`config.mk`:
```
export PLATFORM = sky130hd
export DESIGN_NAME = lab5_mcore_mem_req_arb
export DESIGN_NICKNAME = d
export VERILOG_FILES = /design/src/rtl/lab5_mcore_mem_req_arb.sv
export SDC_FILE = /design/constraint.sdc
export NUM_CORES = 1
export LEC_CHECK = 0
export ABC_AREA = 1
export BUFFER_PORTS_ARGS = -buffer_cell sky130_fd_sc_hd__buf_2
export CAP_MARGIN = 30
export CELL_PAD_IN_SITES_DETAIL_PLACEMENT = 0
export CELL_PAD_IN_SITES_GLOBAL_PLACEMENT = 1
export CORE_AREA = 2 2 250 252
export DETAILED_ROUTE_END_ITERATION = 10
export DIE_AREA = 0 0 252 254
export HOLD_SLACK_MARGIN = 0.08
export PLACE_DENSITY_LB_ADDON = 0.2
export SKIP_CTS_REPAIR_TIMING = 1
export SLEW_MARGIN = 20
export SYNTH_ARGS = -nofsm -noshare
export SYNTH_HDL_FRONTEND = slang
export SYNTH_SLANG_ARGS = --single-unit
```
`constraint.sdc`:
```
create_clock -name clk -period 6.6 [get_ports clk]
set_clock_uncertainty 0.1 [all_clocks]
set_input_delay 0.66 -clock clk [delete_from_list [all_inputs] [get_ports clk]]
set_output_delay 0.66 -clock clk [all_outputs]
set_load 0.005 [all_outputs]
```
`src/rtl/lab5_mcore_mem_req_arb.sv`:
```
// ---------------------------------------------------------------------------
// lab5_mcore_mem_req_arb
//
// Memory request arbiter and response router for the multicore. It merges
// N per-core request streams into one cache/memory port using round-robin
// arbitration. It then routes each response back to its core using a port id
// held in the top bits of the opaque field. Each direction has one registered
// stage.
//
// Parameters
//   p_num_ports     number of requester ports N (2..16)
//   p_opaque_nbits  opaque field width O (>= clog2(N))
//   p_addr_nbits    address field width A
//   p_data_nbits    data field width D (multiple of 8)
//
// Ports
//   clk           clock; all state changes on the rising edge
//   reset         asynchronous reset, active low (0 = in reset)
//   in_req_msg    N packed requests; port i occupies [i*REQ +: REQ]
//   in_req_val    per-port request valid
//   in_req_rdy    per-port request ready (one-hot grant, or all zero)
//   out_req_msg   merged request; opaque top bits hold the source port
//   out_req_val   merged request valid
//   out_req_rdy   cache/memory ready
//   in_resp_msg   response from cache/memory
//   in_resp_val   response valid
//   in_resp_rdy   response ready
//   out_resp_msg  N copies of the response; opaque top bits cleared
//   out_resp_val  per-port response valid (one-hot or zero)
//   out_resp_rdy  per-port response ready
//   route_err     sticky flag; set when a response names a port id >= N
// ---------------------------------------------------------------------------
module lab5_mcore_mem_req_arb #(
   parameter int p_num_ports    = 4,
   parameter int p_opaque_nbits = 8,
   parameter int p_addr_nbits   = 32,
   parameter int p_data_nbits   = 32,
   localparam int I   = $clog2(p_num_ports),
   localparam int L   = $clog2(p_data_nbits/8),
   localparam int REQ = 3 + p_opaque_nbits + p_addr_nbits + L + p_data_nbits,
   localparam int RSP = 3 + p_opaque_nbits + 2 + L + p_data_nbits
) (
   input  logic                       clk,
   input  logic                       reset,
   input  logic [p_num_ports*REQ-1:0] in_req_msg,
   input  logic [p_num_ports-1:0]     in_req_val,
   output logic [p_num_ports-1:0]     in_req_rdy,
   output logic [REQ-1:0]             out_req_msg,
   output logic                       out_req_val,
   input  logic                       out_req_rdy,
   input  logic [RSP-1:0]             in_resp_msg,
   input  logic                       in_resp_val,
   output logic                       in_resp_rdy,
   output logic [p_num_ports*RSP-1:0] out_resp_msg,
   output logic [p_num_ports-1:0]     out_resp_val,
   input  logic [p_num_ports-1:0]     out_resp_rdy,
   output logic                       route_err
);

   // The port id sits in the most significant I bits of the opaque field.
   // The opaque field starts just below the 3-bit type field.
   localparam int REQ_ID_MSB = REQ - 4;
   localparam int RSP_ID_MSB = RSP - 4;

   // Write the granted port index into the opaque top bits of a request.
   function automatic logic [REQ-1:0] tag_req(input logic [REQ-1:0] msg,
                                              input logic [I-1:0]   id);
      logic [REQ-1:0] t;
      t = msg;
      t[REQ_ID_MSB -: I] = id;
      return t;
   endfunction

   // Clear the routing bits before a response returns to its requester.
   function automatic logic [RSP-1:0] strip_rsp(input logic [RSP-1:0] msg);
      logic [RSP-1:0] t;
      t = msg;
      t[RSP_ID_MSB -: I] = '0;
      return t;
   endfunction

   // ---------------- request stage p0: round-robin grant ----------------
   logic [I-1:0]     rr_ptr;
   logic [I-1:0]     gnt_idx_p0;
   logic             gnt_vld_p0;
   logic [I-1:0]     rr_next_p0;
   logic             can_acc_p0;
   logic             req_acc_p0;
   logic [REQ-1:0]   gnt_msg_p0;
   logic [I:0]       cand;

   logic [REQ-1:0]   req_msg_p1;
   logic             req_vld_p1;

   // Scan the ports starting at rr_ptr and wrap modulo N. For N that is
   // not a power of two, an explicit subtract is needed.
   always_comb begin
      gnt_vld_p0 = 1'b0;
      gnt_idx_p0 = '0;
      cand       = '0;
      for (int k = 0; k < p_num_ports; k++) begin
         cand = {1'b0, rr_ptr} + (I+1)'(k);
         if (cand >= (I+1)'(p_num_ports))
            cand = cand - (I+1)'(p_num_ports);
         if (!gnt_vld_p0 && in_req_val[cand[I-1:0]]) begin
            gnt_vld_p0 = 1'b1;
            gnt_idx_p0 = cand[I-1:0];
         end
      end
   end

   assign rr_next_p0 = (gnt_idx_p0 == I'(p_num_ports - 1)) ? '0 : gnt_idx_p0 + 1'b1;
   assign can_acc_p0 = !req_vld_p1 || out_req_rdy;
   assign req_acc_p0 = reset && gnt_vld_p0 && can_acc_p0;
   assign gnt_msg_p0 = tag_req(in_req_msg[int'(gnt_idx_p0)*REQ +: REQ], gnt_idx_p0);
   assign in_req_rdy = req_acc_p0 ? (p_num_ports'(1) << gnt_idx_p0) : '0;

   // ---------------- request stage p1: output register ----------------
   always_ff @(posedge clk or negedge reset) begin
      if (!reset) begin
         req_vld_p1 <= 1'b0;
         rr_ptr     <= '0;
      end else if (req_acc_p0) begin
         req_vld_p1 <= 1'b1;
         rr_ptr     <= rr_next_p0;
      end else if (out_req_rdy) begin
         req_vld_p1 <= 1'b0;
      end
   end

   always_ff @(posedge clk) begin
      if (req_acc_p0)
         req_msg_p1 <= gnt_msg_p0;
   end

   assign out_req_val = req_vld_p1;
   assign out_req_msg = req_msg_p1;

   // ---------------- response stage p0: accept / route check ----------------
   logic [I-1:0]   rsp_id_p0;
   logic           rsp_bad_p0;
   logic           rsp_xfer_p0;
   logic           rsp_load_p0;
   logic [RSP-1:0] rsp_msg_p1;
   logic           rsp_vld_p1;
   logic [I-1:0]   rsp_id_p1;
   logic           rsp_drain_p1;

   assign rsp_id_p0    = in_resp_msg[RSP_ID_MSB -: I];
   assign rsp_bad_p0   = ({1'b0, rsp_id_p0} >= (I+1)'(p_num_ports));
   assign rsp_id_p1    = rsp_msg_p1[RSP_ID_MSB -: I];
   assign rsp_drain_p1 = rsp_vld_p1 && out_resp_rdy[rsp_id_p1];
   assign in_resp_rdy  = reset && (!rsp_vld_p1 || out_resp_rdy[rsp_id_p1]);
   assign rsp_xfer_p0  = in_resp_val && in_resp_rdy;
   // A response with an unroutable id is consumed but never stored.
   assign rsp_load_p0  = rsp_xfer_p0 && !rsp_bad_p0;

   // ---------------- response stage p1: output register ----------------
   always_ff @(posedge clk or negedge reset) begin
      if (!reset) begin
         rsp_vld_p1 <= 1'b0;
         route_err  <= 1'b0;
      end else begin
         if (rsp_load_p0)
            rsp_vld_p1 <= 1'b1;
         else if (rsp_drain_p1)
            rsp_vld_p1 <= 1'b0;
         if (rsp_xfer_p0 && rsp_bad_p0)
            route_err <= 1'b1;
      end
   end

   always_ff @(posedge clk) begin
      if (rsp_load_p0)
         rsp_msg_p1 <= in_resp_msg;
   end

   assign out_resp_val = rsp_vld_p1 ? (p_num_ports'(1) << rsp_id_p1) : '0;
   assign out_resp_msg = {p_num_ports{strip_rsp(rsp_msg_p1)}};

endmodule

```
==> results by group <==
Global route
  – GRT busiest layer: met2
  – Gr ovfl total: 0
  – GRT met3 Usage: 0.0647
  – Met2 track demand over resource: 0.247
  – GRT met1 Usage: 0.147
  – GRT Util Overall: 0.140
  – Largest net degree at the start of global routing: 88
  – First-pass GRT wire length: 64,800 µm
  – Number of global-route vias before repair: around 9,500
  – Initial antenna violation count: 22

Finish
  – Non-Filler Instances: around 2,400
  – Synth-to-Final Area Change: 33.5%
  – Most frequent cells in the layout: 625 x buf_2, 411 x nand2_1, 167 x inv_1, 151 x nand4_1, 124 x edfxtp_1
  – Share of cells above drive strength 1: 0.413
  – Most common cell after layout, fill and taps aside: buf_2
  – Layout fillers: 7,071
  – Final instance area: around 0.013 mm²
  – Nets: between 2,000 and 2,500

Timing
  – Final Cycle Share: 0.654
  – Final worst setup slack: 2.28 ns
  – Min cycle time layout: between 4 and 5 ns
  – Fmax: 0.232 GHz
  – Relative slew margins: 0.478
  – Least-Margin Pin Slew: 0.783 ns
  – RSZ-0062 raised after global routing: false
  – Setup TNS Final: 0 ns
  – Final Slew Violations: 0
  – Final number of setup-violating endpoints: 0
  – Final hold vios: 0

Synth
  – Netlist cell types: 23
  – Yosys reg bits: 128
  – Mapped cell area: 0.00939 mm²
  – Post-Synthesis Cells: 1,245
  – Register area share after synthesis: 0.407
  – Mean Syn Cell Area: 7.54 µm²
  – Warnings from Yosys: 0

CTS
  – Clock Tree Buf Depth: 2
  – Reg clk slew, reported paths: 0.06 ns
  – Num CTS Buffers: 17
  – Clk_lat worst skew: ~0.47 ns
  – Root buf cell: clkbuf_16
  – H-tree levels: 4
  – CTS tree: done
  – Clk sinks: 128

Floorplanning
  – I/O pin cnt: 643
  – Die area: 0.0640 mm²
  – Rows: between 90 and 100
  – Initial Utilization: 0.153
  – Core box area: 0.0613 mm²
  – Die width: 252 µm
  – Die Height: 254 µm

Critical path
  – Worst setup path class: flip-flop to output pin
  – Worst setup path startpoint: rr_ptr[0]
  – Max FO, Critical Path: 36
  – Worst Path Required: 5.84 ns
  – Register-to-Register Path Depth: 11
  – Setup crit end kind: output pin
  – Setup crit start kind: flip-flop
  – Reg-to-reg startpoint: rr_ptr[0]
  – Critical path data arrival time: 3.56 ns

Placed design
  – Port Buf Inserts: approximately 630
  – DPL Wire Length: 35,200 µm
  – Dpl cells: 2,410
  – Area after DPL: 0.0119 mm²
  – Dpl ws: 2.43 ns
  – Gpl congestion: 0.793

Route
  – Via density: 3.94
  – Final ANT Viol Nets: 0
  – Final WL: about 46,000 µm
  – DR pass1 iterations: 6
  – DRC viols: 0
  – Avg WL per Cell: ~19 µm
  – Total number of vias: 9,633
  – Initial DRC count: 376

Min path
  – Hold path depth: 1
  – HP Start: in_resp_msg[41]
  – Worst hold path type: input port to flip-flop

Pwr
  – Pwr per Cell Area: 543 mW/mm²
  – Final Total Pwr: around 6.8 mW
  – Leak pwr: 6.80 nW
  – Peak supply drop: 0.000228 V

Run
  – Max Cap Violations: 0

Status
  – Outcome: complete, no violations
synthesized netlist by cell type, drive strengths merged:
master  number  share of area
a31oi        2         0.0013
nand3       89          0.050
ha           1         0.0013
clkbuf      33          0.013
o21ai        3         0.0016
nand4      151           0.10
nand2      413           0.17
nor2         7         0.0031
edfxtp     124           0.40
and3         1        0.00067
inv        172          0.069
conb         1        0.00040
dfrtp        4          0.011
buf        238           0.18
nor3         6         0.0032
sequential cells by signal, summed over array words and instances (netlist names):
signal,flops
rsp_vld_p1,1
out_req_msg,77
rr_ptr,2
rsp_msg_p1,47
out_req_val,1
critical path: stages, from the launching register on:
cell and delay, ns:
dfrtp_1 0.53, inv_4 0.20, nand2_1 0.09, nand3_1 0.10
nand2_1 0.10, nor2_2 0.22, nand3_1 0.17, nand3_4 0.43
clkinv_2 0.73, nor2_1 0.33, buf_2 0.15
report_power, final:
| group | leakage, nW | total, mW | switching (mW) | internal [mW] |
|---|---|---|---|---|
| registers | 1.23 | 1.55 | 0.101 | 1.45 |
| clock network | 0.283 | 1.01 | 0.423 | 0.589 |
| logic | 5.29 | 4.25 | 2.97 | 1.28 |
| total | 6.80 | 6.81 | 3.49 | 3.32 |
cell type report:
type / count / area [µm²] / share of cell area
clock buffer: 17 / 425 / 0.0339
sequential: 128 / 3820 / 0.305
tap: 790 / 988 / 0.0788
multi-input combinational: 682 / 3150 / 0.251
antenna: 3 / 7.51 / 0.000599
inverter: 172 / 652 / 0.0520
clock inverter: 14 / 166 / 0.0133
timing repair buffer: 640 / 3320 / 0.265
final timing paths:
check | slack [ns] | end
max | 2.28 | in_req_rdy[2]
min | 0.26 | rsp_msg_p1[41]
max reg2reg | 2.75 | out_req_msg[61]
min reg2reg | 0.43 | out_req_val
max in group asynchronous | 5.79 | rsp_vld_p1
min in group asynchronous | 0.45 | rr_ptr[0]
per-stage QoR:
stage,util,hold slack (ns)
detailed placement,0.194,0.403
finish,0.205,0.261
global placement,0.193,0.401
global route,0.205,0.220
CTS,0.204,-0.133
floorplan,-,0.264
layer usage:
| metal | vias to the layer above | wire length [µm] |
|---|---|---|
| li1 | 4637 | - |
| met1 | 4473 | 17300 |
| met2 | 416 | 23300 |
| met3 | 73 | 4450 |
| met4 | 34 | 1140 |
| met5 | - | 207 |
cells by family after synthesis:
group | after synthesis | synth area share
AOI/OAI and AO/OA | 5 | 0.00293
adders and majority gates | 1 | 0.00133
buffers and inverters | 443 | 0.265
DFF | 128 | 0.407
other | 1 | 0.000399
and+or+nand+nor | 667 | 0.323
Power figures use the tool's default switching activity.
